`config.mk`:
```
export PLATFORM = sky130hd
export DESIGN_NAME = bus_arbiter
export DESIGN_NICKNAME = d
export VERILOG_FILES = /design/src/rtl/bus_arbiter.sv
export SDC_FILE = /design/constraint.sdc
export NUM_CORES = 1
export LEC_CHECK = 0
export CORE_AREA = 2 2 39 41
export DETAILED_ROUTE_END_ITERATION = 10
export DIE_AREA = 0 0 41 43
export SYNTH_ARGS = -nofsm -noshare
export SYNTH_HDL_FRONTEND = slang
export SYNTH_SLANG_ARGS = --single-unit
```
`constraint.sdc`:
```
create_clock -name clk -period 3.2 [get_ports clk]
set_clock_uncertainty 0.15 [all_clocks]
set_input_delay 0.64 -clock clk [delete_from_list [all_inputs] [get_ports clk]]
set_output_delay 0.64 -clock clk [all_outputs]
set_load 0.005 [all_outputs]
```
`src/rtl/bus_arbiter.sv`:
```
// rtl/bus_arbiter.sv - four-master round-robin bus arbiter with active-low request/grant
module bus_arbiter (
  input  logic clk,
  input  logic reset,
  input  logic m0_req_,
  input  logic m1_req_,
  input  logic m2_req_,
  input  logic m3_req_,
  output logic m0_grnt_,
  output logic m1_grnt_,
  output logic m2_grnt_,
  output logic m3_grnt_
);

  // Current bus owner; master 0 owns the bus out of reset even when idle.
  logic [1:0] r_owner;

  // Requests flipped to active-high so the search logic reads naturally.
  logic [3:0] w_req;
  // The three challengers in round-robin order; 2-bit adds wrap 3 -> 0.
  logic [1:0] w_cand1;
  logic [1:0] w_cand2;
  logic [1:0] w_cand3;
  logic [1:0] w_next_owner;

  assign w_req   = ~{m3_req_, m2_req_, m1_req_, m0_req_};
  assign w_cand1 = r_owner + 2'd1;
  assign w_cand2 = r_owner + 2'd2;
  assign w_cand3 = r_owner + 2'd3;

  // Owner keeps the bus while requesting; otherwise the first requester after it wins.
  // With nobody requesting the grant parks on the current owner.
  always_comb begin
    w_next_owner = r_owner;
    if (w_req[r_owner]) begin
      w_next_owner = r_owner;
    end else if (w_req[w_cand1]) begin
      w_next_owner = w_cand1;
    end else if (w_req[w_cand2]) begin
      w_next_owner = w_cand2;
    end else if (w_req[w_cand3]) begin
      w_next_owner = w_cand3;
    end
  end

  // Owner register; reset is asynchronous so grants snap back to master 0 immediately.
  always_ff @(posedge clk or negedge reset) begin
    if (!reset) begin
      r_owner <= 2'd0;
    end else begin
      r_owner <= w_next_owner;
    end
  end

  // Grant decode straight from the owner register gives exactly one low grant.
  assign m0_grnt_ = (r_owner != 2'd0);
  assign m1_grnt_ = (r_owner != 2'd1);
  assign m2_grnt_ = (r_owner != 2'd2);
  assign m3_grnt_ = (r_owner != 2'd3);

endmodule

```
== After elaboration in Yosys (flattened, before gate mapping) ==
Cells that the tools add are included.

* Flip-flop bits (word level): 2
* Word-level logic and storage cells: 27
* Input bits: 6
* Output and inout bits: 4

* Muxes and demuxes: 11
* Reduce and logical (&&, ||, !) cells: 3
* $add $sub $neg: 3
* Order comparisons: 4
* Bitwise logic cells: 2
* Eq/ne operators: 3

{| class="wikitable"
|+ Operators by type and width
! kind !! number
|-
| < comparator 2 x 3 -> 1 bit (second input constant) || 4
|-
| binary-select mux 1 bit (select 2 bit) || 4
|-
| 2-to-1 mux 2 bit || 3
|-
| adder 2 bit (second input constant) || 2
|-
| 2-to-1 mux 1 bit || 4
|-
| != test 2 bit (second input constant) || 2
|-
| inverter 4 bit || 1
|-
| nonzero test 3 bit || 1
|-
| adder 2 x 1 -> 2 bit (second input constant) || 1
|-
| != test 2 x 1 -> 1 bit (second input constant) || 1
|-
| AND reduction 2 bit || 1
|-
| nonzero test 2 bit || 1
|-
| inverter 1 bit || 1
|}

== Logic depth before layout (Yosys ltp) ==
* Depth after elaboration: 6
* Gate-level depth with buffers: 7
* Gate-level depth less buffers: 6

== Worst setup path before layout ==
No wires, ideal clock.

* Path type: register -> register
* From: register r_owner[0]
* To: register r_owner[0]
* Stages on the path, launching flop included: 8
* Setup slack: 1.387 ns
* Setup time: 0.123 ns
* Clock period less this slack: 1.813 ns
* Path buffers: 1
* Required time: 2.927 ns
* Arrival time: 1.540 ns
* Cell sequence: dfrtp_1 > buf_6 > inv_2 > ha_1 > inv_1 > o22ai_1 > o311a_2 > xnor2_2

* Word-level cells in the longest chain between the ends: 5
* Elaborated cells on any way between the ends: 17
* Classes of those cells: 3 x add/sub; 11 x mux; 1 x bitwise; 2 x reduce/logical

{| class="wikitable"
|+ Ends and longest elaborated chain
! what !! RTL line !! RTL
|-
| start: declaration || 16 || <nowiki>logic [1:0] r_owner;</nowiki>
|-
| start signal: assignment || 51 || <nowiki>r_owner <= w_next_owner;</nowiki>
|-
| adder 2 x 1 -> 2 bit, or another cell as far along || 27 || <nowiki>assign w_cand1 = r_owner + 2'd1;</nowiki>
|-
| binary-select mux 1 bit (select 2 bit), on equally long branches || 37, 39, 41 ||
|-
| 2-to-1 mux 1 bit, on equally long branches || 37, 39, 41 ||
|-
| nonzero test 3 bit (no line) / 2-to-1 mux 2 bit (equally long branches) || - ||
|-
| AND reduction 2 bit (no line) / 2-to-1 mux 2 bit (equally long branches) || - ||
|}

Several ways; a longest one is shown, not always the timed one. The select of a mux whose other input is x is not followed.
A chain may end at the register's enable or synchronous reset.

== Worst setup path after layout ==
* From: register r_owner[0]
* To: output port m0_grnt_

* Word-level cells in the longest chain between the ends: 1

{| class="wikitable"
|+ Ends and longest elaborated chain
! what !! RTL line !! RTL
|-
| nonzero test 2 bit || 56 || <nowiki>assign m0_grnt_ = (r_owner != 2'd0);</nowiki>
|-
| end: declaration || 9 || <nowiki>output logic m0_grnt_,</nowiki>
|}

Every way passes these cells.

==> results_dict.tcl <==
set metrics [dict create \
    met2_usage 0.116 \
    synth_top_area_cell "dfrtp_1" \
    grt_util_met3 0.0471 \
    crit_type "flip-flop to output port" \
    cp.arrival_ns 1.66 \
    top_usage_layer "met1" \
    synth_top_family_by_area "compound AO/OA/AOI/OAI gates" \
    post_route_cells_drive_above_1_share 0.205 \
    avgViaCountPerCell 4.63 \
    synth_simple_gate_area_frac 0.0800 \
    ys.flop_type "dfrtp_1" \
    via_count 278 \
    cts_resized 0 \
    numCtsBuffers 3 \
    grt_use_total 0.0866 \
    syn-instance-count 34 \
    insertion_delay_ns 0.23 \
    die_x_um 41 \
    clock-sinks 2 \
    peakVddDrop_mv 0.309 \
    worstPathRequired_ns 2.41 \
    grt_pass1_wl_um 1040 \
    ant_nets 0 \
    total_power_uw 414 \
    avgRoutedWirePerCell_um 9.93 \
    cts_root_buffer "clkbuf_4" \
    clk_pin_slew_ns 0.03 \
    ys_warn_count 0 \
    place.gp.congestion 0.777 \
    antenna_cells 0 \
    synth_edf_count 0 \
    pin_count 10 \
    cts.hold.buffers_added 0 \
    syn_nets 44 \
    area_growth_syn_to_layout_pct 37.2 \
    grt_pass1_vias 262 \
    clk_path_buf_depth 2 \
    yosysMostFrequentCell "inv_1" \
    dp_cells 57 \
    start_kind "flip-flop" \
    hold_path_class "primary input to async pin" \
    min_period_ns 2.45 \
    ys_seq_area_frac 0.160 \
    drc 0 \
    async_reset_ff_frac 1.00 \
    grt_util_met1 0.120 \
    muxShareOfSynthArea 0.204 \
    critPathMaxFanout 9 \
    status "finished clean" \
    relSlewSlack 0.770 \
    rows 14 \
    dpl.hpwl_um 454 \
    grt_max_degree 11 \
    numPortBuffers 9 \
    start_util 0.226 \
    p_leak_uw 0.000191 \
    synthXorXnorAreaFrac 0.0520 \
    finalWirelength_um 596 \
    synth.cells.most_frequent "inv_1 (6), ha_1 (4), mux2i_1 (3)" \
    synth_cell_types 20 \
    cts_setup_buffers 0 \
    antenna_found_initial 0 \
    regMostFlops "r_owner" \
    h-tree-depth 1 \
    syn_area_per_cell_sq_um 9.20 \
    rsz0062_at_grt "false" \
    drt-initial-drc-count 4 \
    synth_area_sq_um 313 \
    drt_pre_antenna_iters 4 \
    grt_overflow 0 \
    power_density_mw_per_mm2 964 \
    synth-compound-area-share 0.208 \
    postLayoutCoreUtil 0.310 \
    fin_cells 60 \
    clock.fmax_mhz 408 \
    die_area_sq_mm 0.00176 \
    drv_cap 0 \
    end_kind "output port" \
    die_h_um 43 \
    maxSlewViolCount 0 \
    largest_reg_flops 2 \
    netlist.area_leader.share 0.160 \
    top_regs "r_owner: 2 flops" \
    ys_seq_elements 2 \
    synth_fa_ha_area_frac 0.160 \
    finalSetupViolations 0 \
    post-route-period-util 0.766 \
    fin_nets 56 \
    cts_tree "done" \
    fin_hold_ws_ns 0.425 \
    worst_pin_slew_ns 0.346 \
    core_area_sq_mm 0.00138 \
    hold_viol 0 \
    synth_top_cells_by_area "dfrtp_1 (16%), ha_1 (16%), mux2i_1 (9.6%)" \
    finalSetupTns_ns 0 \
]
==> area by class of cell <==
class / instances / area (sq um)
fill: 149 / 955
multi-input combinational: 23 / 220
timing repair buffer: 9 / 90.1
sequential: 2 / 50.0
inverter: 7 / 26.3
clock buffer: 3 / 22.5
tap: 16 / 20.0
==> stage by stage <==
step / worst slack [ns] / cell area, sq um
3_5_place_dp: 0.963 / 407
3_3_place_gp: 0.990 / 407
5_1_grt: 0.625 / 429
2_1_floorplan: 1.39 / 313
4_1_cts: 0.722 / 429
6_report: 0.749 / 429
==> power by group <==
group	total (uW)	switching, uW	internal (uW)
combinational	278	119	159
clock	56.9	15.4	41.5
sequential	78.8	39.0	39.8
==> worst max-delay path, stage by stage (launching register included) <==
cell	delay (ns)
dfrtp_1	0.53
inv_2	0.15
ha_1	0.22
inv_1	0.05
clkdlybuf4s50_1	0.48
==> cells in the final DEF (no fill, tap or decap) <==
master / Yosys / routed
o221ai_1: 2 / 2
and2_2: 1 / 1
o311a_2: 1 / 1
xnor2_2: 1 / 1
a211oi_2: 1 / 1
clkdlybuf4s50_1: 0 / 9
inv_1: 6 / 6
mux2_1: 1 / 1
mux4_2: 1 / 1
clkbuf_4: 0 / 3
o31ai_1: 1 / 1
nand4_1: 1 / 1
inv_2: 1 / 1
dfrtp_1: 2 / 2
nand2_1: 2 / 2
o22ai_1: 1 / 1
nor2_1: 1 / 1
ha_1: 4 / 4
mux2i_1: 3 / 3
a21oi_1: 2 / 2
==> kinds of logic (layout without fill, tap and decap cells) <==
| group | count (synthesis) | in the layout |
|---|---|---|
| buf+inv | 9 | 19 |
| fa+ha+maj | 4 | 4 |
| flops | 2 | 2 |
| simple gates | 5 | 5 |
| mux | 5 | 5 |
| xor+xnor | 1 | 1 |
| compound gates | 8 | 8 |
==> final timing paths <==
check                      slack (ns)  cells after the start        from         end
setup / recovery                 0.75                      4  r_owner[0]    m0_grnt_
hold / removal                   0.43                      1       reset  r_owner[1]
setup reg to reg                 1.17                      6  r_owner[0]  r_owner[0]
hold reg to reg                  0.56                      2  r_owner[1]  r_owner[1]
max in group asynchronous        2.36                      1       reset  r_owner[0]
min in group clk                 0.56                      2  r_owner[1]  r_owner[1]
==> routing by layer <==
layer  part of all wire  vias to the layer above
li1                   -                      140
met1               0.47                      128
met2               0.46                       10
met3              0.062                        0
met4                  0                        0
met5                  0                        -
(Power assumes the default switching activity.)
==> variant: new RTL, config.mk and constraints unchanged <==
Make the reset (`reset`) synchronous in one clocked block. Comments in the files are not updated.
--- a/src/rtl/bus_arbiter.sv
+++ b/src/rtl/bus_arbiter.sv
@@ -46,3 +46,3 @@
   // Owner register; reset is asynchronous so grants snap back to master 0 immediately.
-  always_ff @(posedge clk or negedge reset) begin
+  always_ff @(posedge clk) begin
     if (!reset) begin
Behaviour: differs if reset is asserted again (counterexample within 4 cycles, from zero or initial values and one cycle with reset low); with reset held inactive, the same outputs for 10 cycles.
==> variant against the original RTL <==
  * Final area up 7.6%
  * Sequential cell count unchanged
  * Wire length up 26%
  * Synthesized area up 16%
  * Hold slack better by 30 ps
  * Non-clock buffer count unchanged
  * Total power down 26%
  * Clock power down 5.8%
  * Worst setup slack better by 53 ps
  * Critical path type unchanged
  * Critical endpoint is now m1_grnt_
==> variant: results (changes against the original RTL) <==
Detailed routing
  • Vias per inst: 4.79 (was 4.63)
  • DR WL met3: 10 µm (was 37 µm)
  • Drt pass-1 iters: 2 (was 4)
  • Initial DRC Count: 2 (was 4)
  • Met2 wire length: 414 µm (was 275 µm)
  • Routed wire per std cell: 10.4 µm (was 9.93 µm)

Critical path
  • Reg2reg end: r_owner[0] (unchanged)
  • CP arrival: 1610 ps (was 1660 ps)
  • Flop2flop setup slack: 1290 ps (was 1170 ps)

Place
  • GPL Wtd Cong: 0.783 (was 0.777)
  • Hpwl dp: 607 µm (was 454 µm)
  • # placed instances: 69 (was 57)

Layout
  • Fillers: 152 (was 149)
  • Share of layout cells above drive strength 1: 8.93% (was 20.5%)
  • NumNets Final: 68 (was 56)

Pwr
  • VDD IR max: 0.000142 V (was 0.000309 V)
  • Leakage: 0.208 nW (was 0.191 nW)

Synthesis
  • Compound-Gate Fraction of Synth Area: 17.9% (was 20.8%)
  • Post-synthesis xor/xnor area fraction: 0% (was 5.20%)
  • Gate count of the mapped netlist: 48 (was 34)
  • Largest family of logic cells by synthesized area: simple AND/OR/NAND/NOR gates (was compound AO/OA/AOI/OAI gates)
  • Synth top area share: 13.7% (was 16.0%)
  • Synth top area cells: ha_1 14%, dfxtp_1 11%, mux2i_1 8.2% (was dfrtp_1 16%, ha_1 16%, mux2i_1 9.6%)
  • Synthesized Nets: 58 (was 44)
  • Main flop type after synthesis: dfxtp_1 (was dfrtp_1)
  • Post-synthesis adder-cell area fraction: 13.7% (was 16.0%)

Clock network
  • TritonCTS Buffers: 3 (unchanged)
  • Clock transition at path regs: 30 ps (about the same)

GRT
  • Grt met2 use: 15.9% (was 11.6%)
  • GR Layer Usage met3: 0% (was 4.71%)
  • First-pass GRT wire length: 1320 µm (was 1040 µm)
  • Tot GR Track Use: 10.9% (was 8.66%)
  • Vias in the first global route: 315 (was 262)
  • Pin count of the biggest net entering global routing: 10 (was 11)

Timing
  • Worst Tran Pin Value: 331 ps (was 346 ps)
  • Hold_ws: 455 ps (was 425 ps)

Outcome
  • Status: finished clean (unchanged)
==> variant: changes by cell type after synthesis, moves of 3 or more <==
| cell | unedited run | this run |
|---|---|---|
| nand2_1 | 2 | 6 |
| nand3_1 | 0 | 4 |
| nor2_1 | 1 | 4 |
| o21ai_0 | 0 | 3 |
==> variant: cells by family after synthesis <==
family / count (synthesis)
and+or+nand+nor: 17
DFF: 2
buffers and inverters: 10
adders and majority gates: 4
muxes: 6
AOI/OAI and AO/OA: 9
==> variant: through the flow <==
| step | cell area (µm²) | setup WS (ps) |
|---|---|---|
| finish | 462 | 802 |
| CTS | 462 | 759 |
| floorplan | 364 | 1470 |
| global placement | 439 | 955 |
| detailed placement | 439 | 946 |
| global route | 462 | 651 |
==> variant: cell type report <==
| cell class | instances | area (µm²) | area share [%] |
|---|---|---|---|
| multi-input combinational | 36 | 267 | 57.7 |
| timing repair buffer | 9 | 90.1 | 19.5 |
| sequential | 2 | 40.0 | 8.67 |
| clock buffer | 3 | 22.5 | 4.88 |
| inverter | 6 | 22.5 | 4.88 |
| tap | 16 | 20.0 | 4.34 |
==> variant: critical path, cell delays in order, from the launching register on <==
cell,delay (ps)
dfxtp_1,500
inv_1,150
ha_1,200
inv_1,50
clkdlybuf4s50_1,480
==> variant: worst max-delay path by stage <==
| stage | start | to |
|---|---|---|
| floorplan | m0_req_ | r_owner[1] |
| global placement | m2_req_ | r_owner[1] |
| detailed placement | m1_req_ | r_owner[1] |
| CTS | r_owner[1] | m1_grnt_ |
| global route | r_owner[1] | m0_grnt_ |
| finish | r_owner[1] | m1_grnt_ |
==> variant: power breakdown <==
| group | leakage (nW) | internal [mW] | switching [mW] |
|---|---|---|---|
| sequential | 0.0166 | 0.0352 | 0.0229 |
| combinational | 0.177 | 0.111 | 0.0829 |
| clock | 0.0138 | 0.0412 | 0.0124 |
